$ cat src/rtl/asrm_mem_bridge.sv
`default_nettype none
// ============================================================================
// Module   : asrm_mem_bridge
// Purpose  : Serialises one word-wide CPU read/write request onto a byte-wide
//            synchronous RAM port, least significant byte first, and returns
//            read words with a one-cycle completion pulse.
// Revision : 1.0 - initial release
// ============================================================================
module asrm_mem_bridge #(
    parameter int WORDSIZE = 16
) (
    input  logic                clk,
    input  logic                reset,
    input  logic                cpu_req_i,
    input  logic [WORDSIZE-1:0] cpu_addr_i,
    input  logic [WORDSIZE-1:0] cpu_wdata_i,
    input  logic                cpu_we_i,
    output logic [WORDSIZE-1:0] cpu_rdata_o,
    output logic                cpu_ready_o,
    output logic                busy_o,
    output logic [WORDSIZE-1:0] mem_addr_o,
    output logic [7:0]          mem_wdata_o,
    output logic                mem_we_o,
    input  logic [7:0]          mem_rdata_i
);

    localparam int NBYTES = WORDSIZE / 8;
    localparam int CW     = $clog2(NBYTES + 1);

    // Last byte index of a word, and the extra read step that collects it.
    localparam logic [CW-1:0] C_LAST  = CW'(NBYTES - 1);
    localparam logic [CW-1:0] C_FINAL = CW'(NBYTES);

    typedef enum logic [1:0] {
        ST_IDLE  = 2'd0,
        ST_WRITE = 2'd1,
        ST_READ  = 2'd2,
        ST_DONE  = 2'd3
    } state_t;

    state_t              state_q;
    logic [CW-1:0]       cnt_q;
    logic [WORDSIZE-1:0] wdata_q;      // remaining write bytes, next byte in [7:0]
    logic [WORDSIZE-1:0] asm_q;        // read word under assembly
    logic [WORDSIZE-1:0] cpu_rdata_q;
    logic                cpu_ready_q;
    logic                busy_q;
    logic [WORDSIZE-1:0] mem_addr_q;
    logic [7:0]          mem_wdata_q;
    logic                mem_we_q;

    logic [WORDSIZE+7:0] rd_cat;
    logic [WORDSIZE-1:0] asm_d;

    // Shift the arriving read byte in at the top; after N shifts byte 0 sits at [7:0].
    always_comb begin
        rd_cat = {mem_rdata_i, asm_q};
        asm_d  = rd_cat[WORDSIZE+7:8];
    end

    // Request sequencer: all outputs are registered and describe the state being entered.
    always_ff @(posedge clk) begin
        if (!reset) begin
            state_q     <= ST_IDLE;
            cnt_q       <= '0;
            wdata_q     <= '0;
            asm_q       <= '0;
            cpu_rdata_q <= '0;
            cpu_ready_q <= 1'b0;
            busy_q      <= 1'b0;
            mem_addr_q  <= '0;
            mem_wdata_q <= 8'h00;
            mem_we_q    <= 1'b0;
        end else begin
            case (state_q)
                ST_IDLE: begin
                    cpu_ready_q <= 1'b0;
                    mem_wdata_q <= 8'h00;
                    mem_we_q    <= 1'b0;
                    if (cpu_req_i) begin
                        cnt_q      <= '0;
                        busy_q     <= 1'b1;
                        mem_addr_q <= cpu_addr_i;
                        if (cpu_we_i) begin
                            state_q     <= ST_WRITE;
                            mem_we_q    <= 1'b1;
                            mem_wdata_q <= cpu_wdata_i[7:0];
                            wdata_q     <= cpu_wdata_i >> 8;
                        end else begin
                            state_q <= ST_READ;
                        end
                    end else begin
                        busy_q     <= 1'b0;
                        mem_addr_q <= '0;
                    end
                end

                ST_WRITE: begin
                    cnt_q <= cnt_q + 1'b1;
                    if (cnt_q == C_LAST) begin
                        state_q     <= ST_DONE;
                        cpu_ready_q <= 1'b1;
                        mem_we_q    <= 1'b0;
                        mem_addr_q  <= '0;
                        mem_wdata_q <= 8'h00;
                    end else begin
                        // Increment wraps modulo 2^WORDSIZE by construction.
                        mem_addr_q  <= mem_addr_q + 1'b1;
                        mem_wdata_q <= wdata_q[7:0];
                        wdata_q     <= wdata_q >> 8;
                    end
                end

                ST_READ: begin
                    // The byte for the address presented last cycle is on mem_rdata_i now.
                    if (cnt_q != '0) begin
                        asm_q <= asm_d;
                    end
                    if (cnt_q == C_FINAL) begin
                        state_q     <= ST_DONE;
                        cpu_rdata_q <= asm_d;
                        cpu_ready_q <= 1'b1;
                        mem_addr_q  <= '0;
                    end else begin
                        cnt_q <= cnt_q + 1'b1;
                        // The collection step after the last byte holds the address.
                        if (cnt_q != C_LAST) begin
                            mem_addr_q <= mem_addr_q + 1'b1;
                        end
                    end
                end

                ST_DONE: begin
                    state_q     <= ST_IDLE;
                    cpu_ready_q <= 1'b0;
                    busy_q      <= 1'b0;
                    mem_addr_q  <= '0;
                    mem_wdata_q <= 8'h00;
                    mem_we_q    <= 1'b0;
                end

                default: begin
                    state_q <= ST_IDLE;
                end
            endcase
        end
    end

    assign cpu_rdata_o = cpu_rdata_q;
    assign cpu_ready_o = cpu_ready_q;
    assign busy_o      = busy_q;
    assign mem_addr_o  = mem_addr_q;
    assign mem_wdata_o = mem_wdata_q;
    assign mem_we_o    = mem_we_q;

endmodule
`default_nettype wire

$ cat config.mk
export PLATFORM = sky130hd
export DESIGN_NAME = asrm_mem_bridge
export DESIGN_NICKNAME = d
export VERILOG_FILES = /design/src/rtl/asrm_mem_bridge.sv
export SDC_FILE = /design/constraint.sdc
export NUM_CORES = 1
export LEC_CHECK = 0
export ABC_CLOCK_PERIOD_IN_PS = 2000
export CAP_MARGIN = 20
export CORE_MARGIN = 2
export CORE_UTILIZATION = 45
export DETAILED_ROUTE_END_ITERATION = 10
export PLACE_DENSITY_LB_ADDON = 0.12
export SYNTH_ARGS = -nofsm -noshare
export SYNTH_HDL_FRONTEND = slang
export SYNTH_SLANG_ARGS = --single-unit
$ cat constraint.sdc
create_clock -name clk -period 2 [get_ports clk]
set_input_delay 0.3 -clock clk [delete_from_list [all_inputs] [get_ports clk]]
set_output_delay 0.3 -clock clk [all_outputs]
set_load 0.05 [all_outputs]
After elaboration in Yosys (flattened, before gate mapping). Cells that the tools add are included.

Add/subtract/negate cells: 2. Mux-type cells: 30. Reduce and logical (&&, ||, !) cells: 14. Equal/unequal tests: 13.

Operator list (count): 16-bit 2-to-1 mux (7); 16-bit one-hot mux with 4 select lines (1); 16-bit one-hot mux with 2 select lines (1); 8-bit 2-to-1 mux (3); 8-bit one-hot mux with 3 select lines (1); 16-bit by 1-bit adder with 16-bit output, second input constant (1); 2-bit 2-to-1 mux (6); 2-bit inequality test, second input constant (6); 2-bit one-hot mux with 4 select lines (1); 2-bit AND reduction (4); 2-bit equality test, second input constant (3); 1-bit 2-to-1 mux (6); 1-bit one-hot mux with 3 select lines (2); 2-bit one-hot mux with 3 select lines (1); 3-bit AND reduction (2); 2-bit nonzero test (3); 3-bit nonzero test (2); 2-bit by 1-bit equality test with 1-bit output, second input constant (2); 4-bit AND reduction (1); 3-bit inequality test, second input constant (1); 2-bit by 1-bit adder with 2-bit output, second input constant (1); 2-bit logical NOT (1); 2-bit by 1-bit inequality test with 1-bit output, second input constant (1); 1-bit one-hot mux with 2 select lines (1); 2-bit OR reduction (1).

Logic and storage cells: 69. Output and inout port bits: 43. Input bits: 44. Register bits: 79.

Logic depth before layout (Yosys ltp).
Depth after elaboration: 4. Mapped depth: 8. Depth with buffers taken out: 7.

Worst setup path before layout. No wires, ideal clock.

Path type: register to register. From: register mem_addr_q[0] (netlist: mem_addr_o[0]). To: register mem_addr_q[12] (netlist: mem_addr_o[12]). Buffers on the path: 0. Arrival time: 2.119 ns. Path slack: -0.182 ns. Library setup time: 0.063 ns. Stages on the path, launching flop included: 7. Path through: dfxtp_1 -> ha_1 -> nand3_1 -> nor3_1 -> nand3_1 -> or4_1 -> nand3_1.

Longest elaborated chain between the ends: 4. Elaborated cells on any way between the ends: 5. Those cells by class: add/sub: 1; mux: 4.

Ends and longest elaborated chain: start, declared (RTL line 48) `logic [WORDSIZE-1:0] mem_addr_q;`; start signal, assigned (RTL line 83) `mem_addr_q <= cpu_addr_i;`; start signal, assigned (RTL line 108) `mem_addr_q <= mem_addr_q + 1'b1;`; start signal, assigned (RTL line 128) `mem_addr_q <= mem_addr_q + 1'b1;`; 16-bit by 1-bit adder with 16-bit output (*) (RTL line 108, 128); 16-bit 2-to-1 mux (RTL line 127) `if (cnt_q != C_LAST) begin`; 16-bit 2-to-1 mux (RTL line 119) `if (cnt_q == C_FINAL) begin`; 16-bit one-hot mux with 4 select lines (*) (RTL line 75) `case (state_q)`.

Mark *: on every way between the ends. The rest lies on a longest branch, timed or not. The select of a mux whose other input is x is not followed. A chain may end at the register's enable or synchronous reset.

Worst setup path after layout.
From: register mem_addr_q[4] (netlist: mem_addr_o[4]). To: output mem_addr_o[4].

RTL lines: end, declared (RTL line 21) `output logic [WORDSIZE-1:0] mem_addr_o,`.

No word-level cell between the ends.

==> out/results.tsv <==
metric	value	unit
die-area	0.00707	mm^2
synth_cell_types	40	
antenna_left	0	
hold_violations	0	
antenna_cells	0	
cp_top_family	buffers and inverters	
place_congestion	0.850	
start_kind	flip-flop	
clock_latency	0.34	ns
final_layout_size_suffix_gt1_share	9.80	%
overflow	0	
p_per_area	1150	mW/mm^2
grt_pass1_vias	2643	
crit_buf_inv	1	
drtIter0Drc	179	
rsz0062_at_grt	false	
path_clk_slew	0.07	ns
vias	2797	
drc_errors	0	
worstPathRequired	1.70	ns
async_flop_share	0	%
cts-root-buf	clkbuf_8	
fin_nets	496	
leakagePower	1.57	nW
seq_area_frac_synth	43.7	%
post-route-util	66.0	%
totalWireLength	7430	um
relSlewSlack	63.4	%
finClkSkew	0.00935	ns
cts_buffers	9	
grtUsageTotal	21.3	%
firstDrtPassIters	4	
rows	29	
worst_pin_slew	0.549	ns
worst-setup-path-type	reg -> out	
post-route-period-util	96.9	%
mostFrequentLayoutCells	clkdlybuf4s50_1, dfxtp_1, nand2_1	
antenna_found_initial	0	
io_pins	87	
fin_crit	1.94	ns
syn_nets	403	
postSynthCellCount	351	
synth_top_flop_cell	dfxtp_1	
cpMaxStageDelayCell	clkdlybuf4s50_1	
h-tree-depth	3	
slew_viol_final	0	
hold_buffers	0	
die_y	84.1	um
coreArea	0.00628	mm^2
cap_violations	0	
layout.cells.non_filler	526	
detailed_place_hpwl	5100	um
dp_cells	510	
cts_buffer_depth	2	
yosys_warnings	0	
synth_area_per_cell	8.22	um^2
netlist_area	0.00289	mm^2
ir_worst_vdd	690	uV
arrival	1.64	ns
die_w	84.1	um
min_path_type	reg -> reg	
clock-sinks	63	
setup-tns-final	0	ns
crit_chain	clkdlybuf4s50_1	
routed_via_density	5.32	
num-fill-cells	545	
status	completed	
synth_enable_flop_cells	0	
numPortBuffers	86	
wl_per_cell	14.1	um
max_stage_delay	0.85	ns
grt_max_degree	39	
area_growth	43.6	%
fmax	0.516	GHz
cts_tree	yes	
cp-end-kind	primary output	
grt_pass1_wl	12300	um
cp_max_fo	7	
final_common_cell	clkdlybuf4s50_1	
setup_viol	0	
synth_seq_cells	63	
start_util	46.0	%
==> cells in the mapped netlist, types with 2 or more instances <==
library cell | number | area (um^2)
nand4_1 | 3 | 18.8
o31ai_1 | 2 | 15.0
nor3_1 | 15 | 75.1
o21ai_0 | 9 | 45.0
a21o_1 | 2 | 15.0
a221oi_1 | 9 | 78.8
a32o_1 | 2 | 20.0
nand3b_1 | 8 | 60.1
a31oi_1 | 7 | 43.8
o211ai_1 | 3 | 22.5
nor2_1 | 20 | 75.1
o22ai_1 | 3 | 18.8
or4_1 | 2 | 15.0
nand2_1 | 52 | 195
clkbuf_1 | 20 | 75.1
nand3_1 | 13 | 65.1
nor2b_1 | 11 | 68.8
nand2b_1 | 13 | 81.3
a22oi_1 | 4 | 30.0
mux2i_1 | 10 | 100
and2_1 | 4 | 25.0
and3_1 | 4 | 25.0
ha_1 | 8 | 100
a21oi_1 | 42 | 210
dfxtp_1 | 63 | 1260
inv_1 | 7 | 26.3
or3b_1 | 2 | 17.5
==> routing by layer <==
layer | vias up | global-route usage (%) | wire length (um)
li1 | 1426 | - | -
met1 | 1281 | 27.2 | 3290
met2 | 85 | 34.6 | 3530
met3 | 5 | 5.44 | 531
met4 | 0 | 7.62 | 73
met5 | - | 0 | 0
==> area by class of cell <==
cell class / instances / area [um^2] / area share, %
tap: 77 / 96.3 / 2.32
inverter: 7 / 26.3 / 0.634
sequential: 63 / 1260 / 30.5
multi-input combinational: 259 / 1540 / 37.1
timing repair buffer: 104 / 996 / 24.0
clock inverter: 5 / 81.3 / 1.96
clock buffer: 11 / 141 / 3.41
==> registers in the layout (all words and copies together), names as in the netlist <==
signal,flops
asm_q,8
state_q,2
mem_we_o,1
cpu_ready_o,1
cnt_q,2
mem_wdata_o,8
mem_addr_o,16
cpu_rdata_o,16
busy_o,1
wdata_q,8
==> power by group <==
group | switching [W] | internal, W
registers | 0.000151 | 0.00146
clock network | 0.000486 | 0.000736
logic | 0.00114 | 0.000807
total | 0.00178 | 0.00300
==> kinds of logic after synthesis <==
family / after synthesis / share of synthesized area [%]
muxes: 10 / 3.47
adders and majority gates: 8 / 3.47
and+or+nand+nor: 155 / 27.5
DFF: 63 / 43.7
AOI/OAI and AO/OA: 86 / 18.1
buffers and inverters: 29 / 3.82
==> through the flow <==
stage	hold WS [ns]	setup slack (ns)	area, um^2	power (W)
after floorplan	0.432	0.00414	2890	0.00292
after global placement	0.439	0.115	3900	0.00349
after detailed placement	0.448	0.0738	3900	0.00352
after CTS	0.457	0.0547	4120	0.00476
after global routing	0.476	0.00255	4140	0.00506
final	0.453	0.0620	4140	0.00478
==> what timing repair did <==
| item | in CTS | in global routing |
|---|---|---|
| gates resized for setup | 0 | 7 |
| endpoints found under the hold margin | 0 | 0 |
| buffers inserted | 0 | 0 |
| setup endpoints to repair | 0 | 12 |
==> worst reg2reg max path: stages (launching register included) <==
cell      delay, ns
dfxtp_1        0.38
inv_1          0.08
ha_1           0.21
nand2b_2       0.23
a21o_1         0.21
buf_4          0.19
or3_1          0.35
a31oi_1        0.15
==> path summary, 6_finish.rpt <==
kind / from / end / slack [ns] / cells after the start
setup / recovery: mem_addr_o[4]$_SDFFE_PN0P_ / mem_addr_o[4] / 0.06 / 1
hold reg to reg: cpu_rdata_o[14]$_SDFFE_PN0P_ / cpu_rdata_o[14]$_SDFFE_PN0P_ / 0.45 / 2
hold / removal: cpu_rdata_o[14]$_SDFFE_PN0P_ / cpu_rdata_o[14]$_SDFFE_PN0P_ / 0.45 / 2
setup reg to reg: cnt_q[0]$_SDFFE_PN0P_ / mem_addr_o[9]$_SDFFE_PN0P_ / 0.13 / 7
Power figures use the tool's default switching activity.
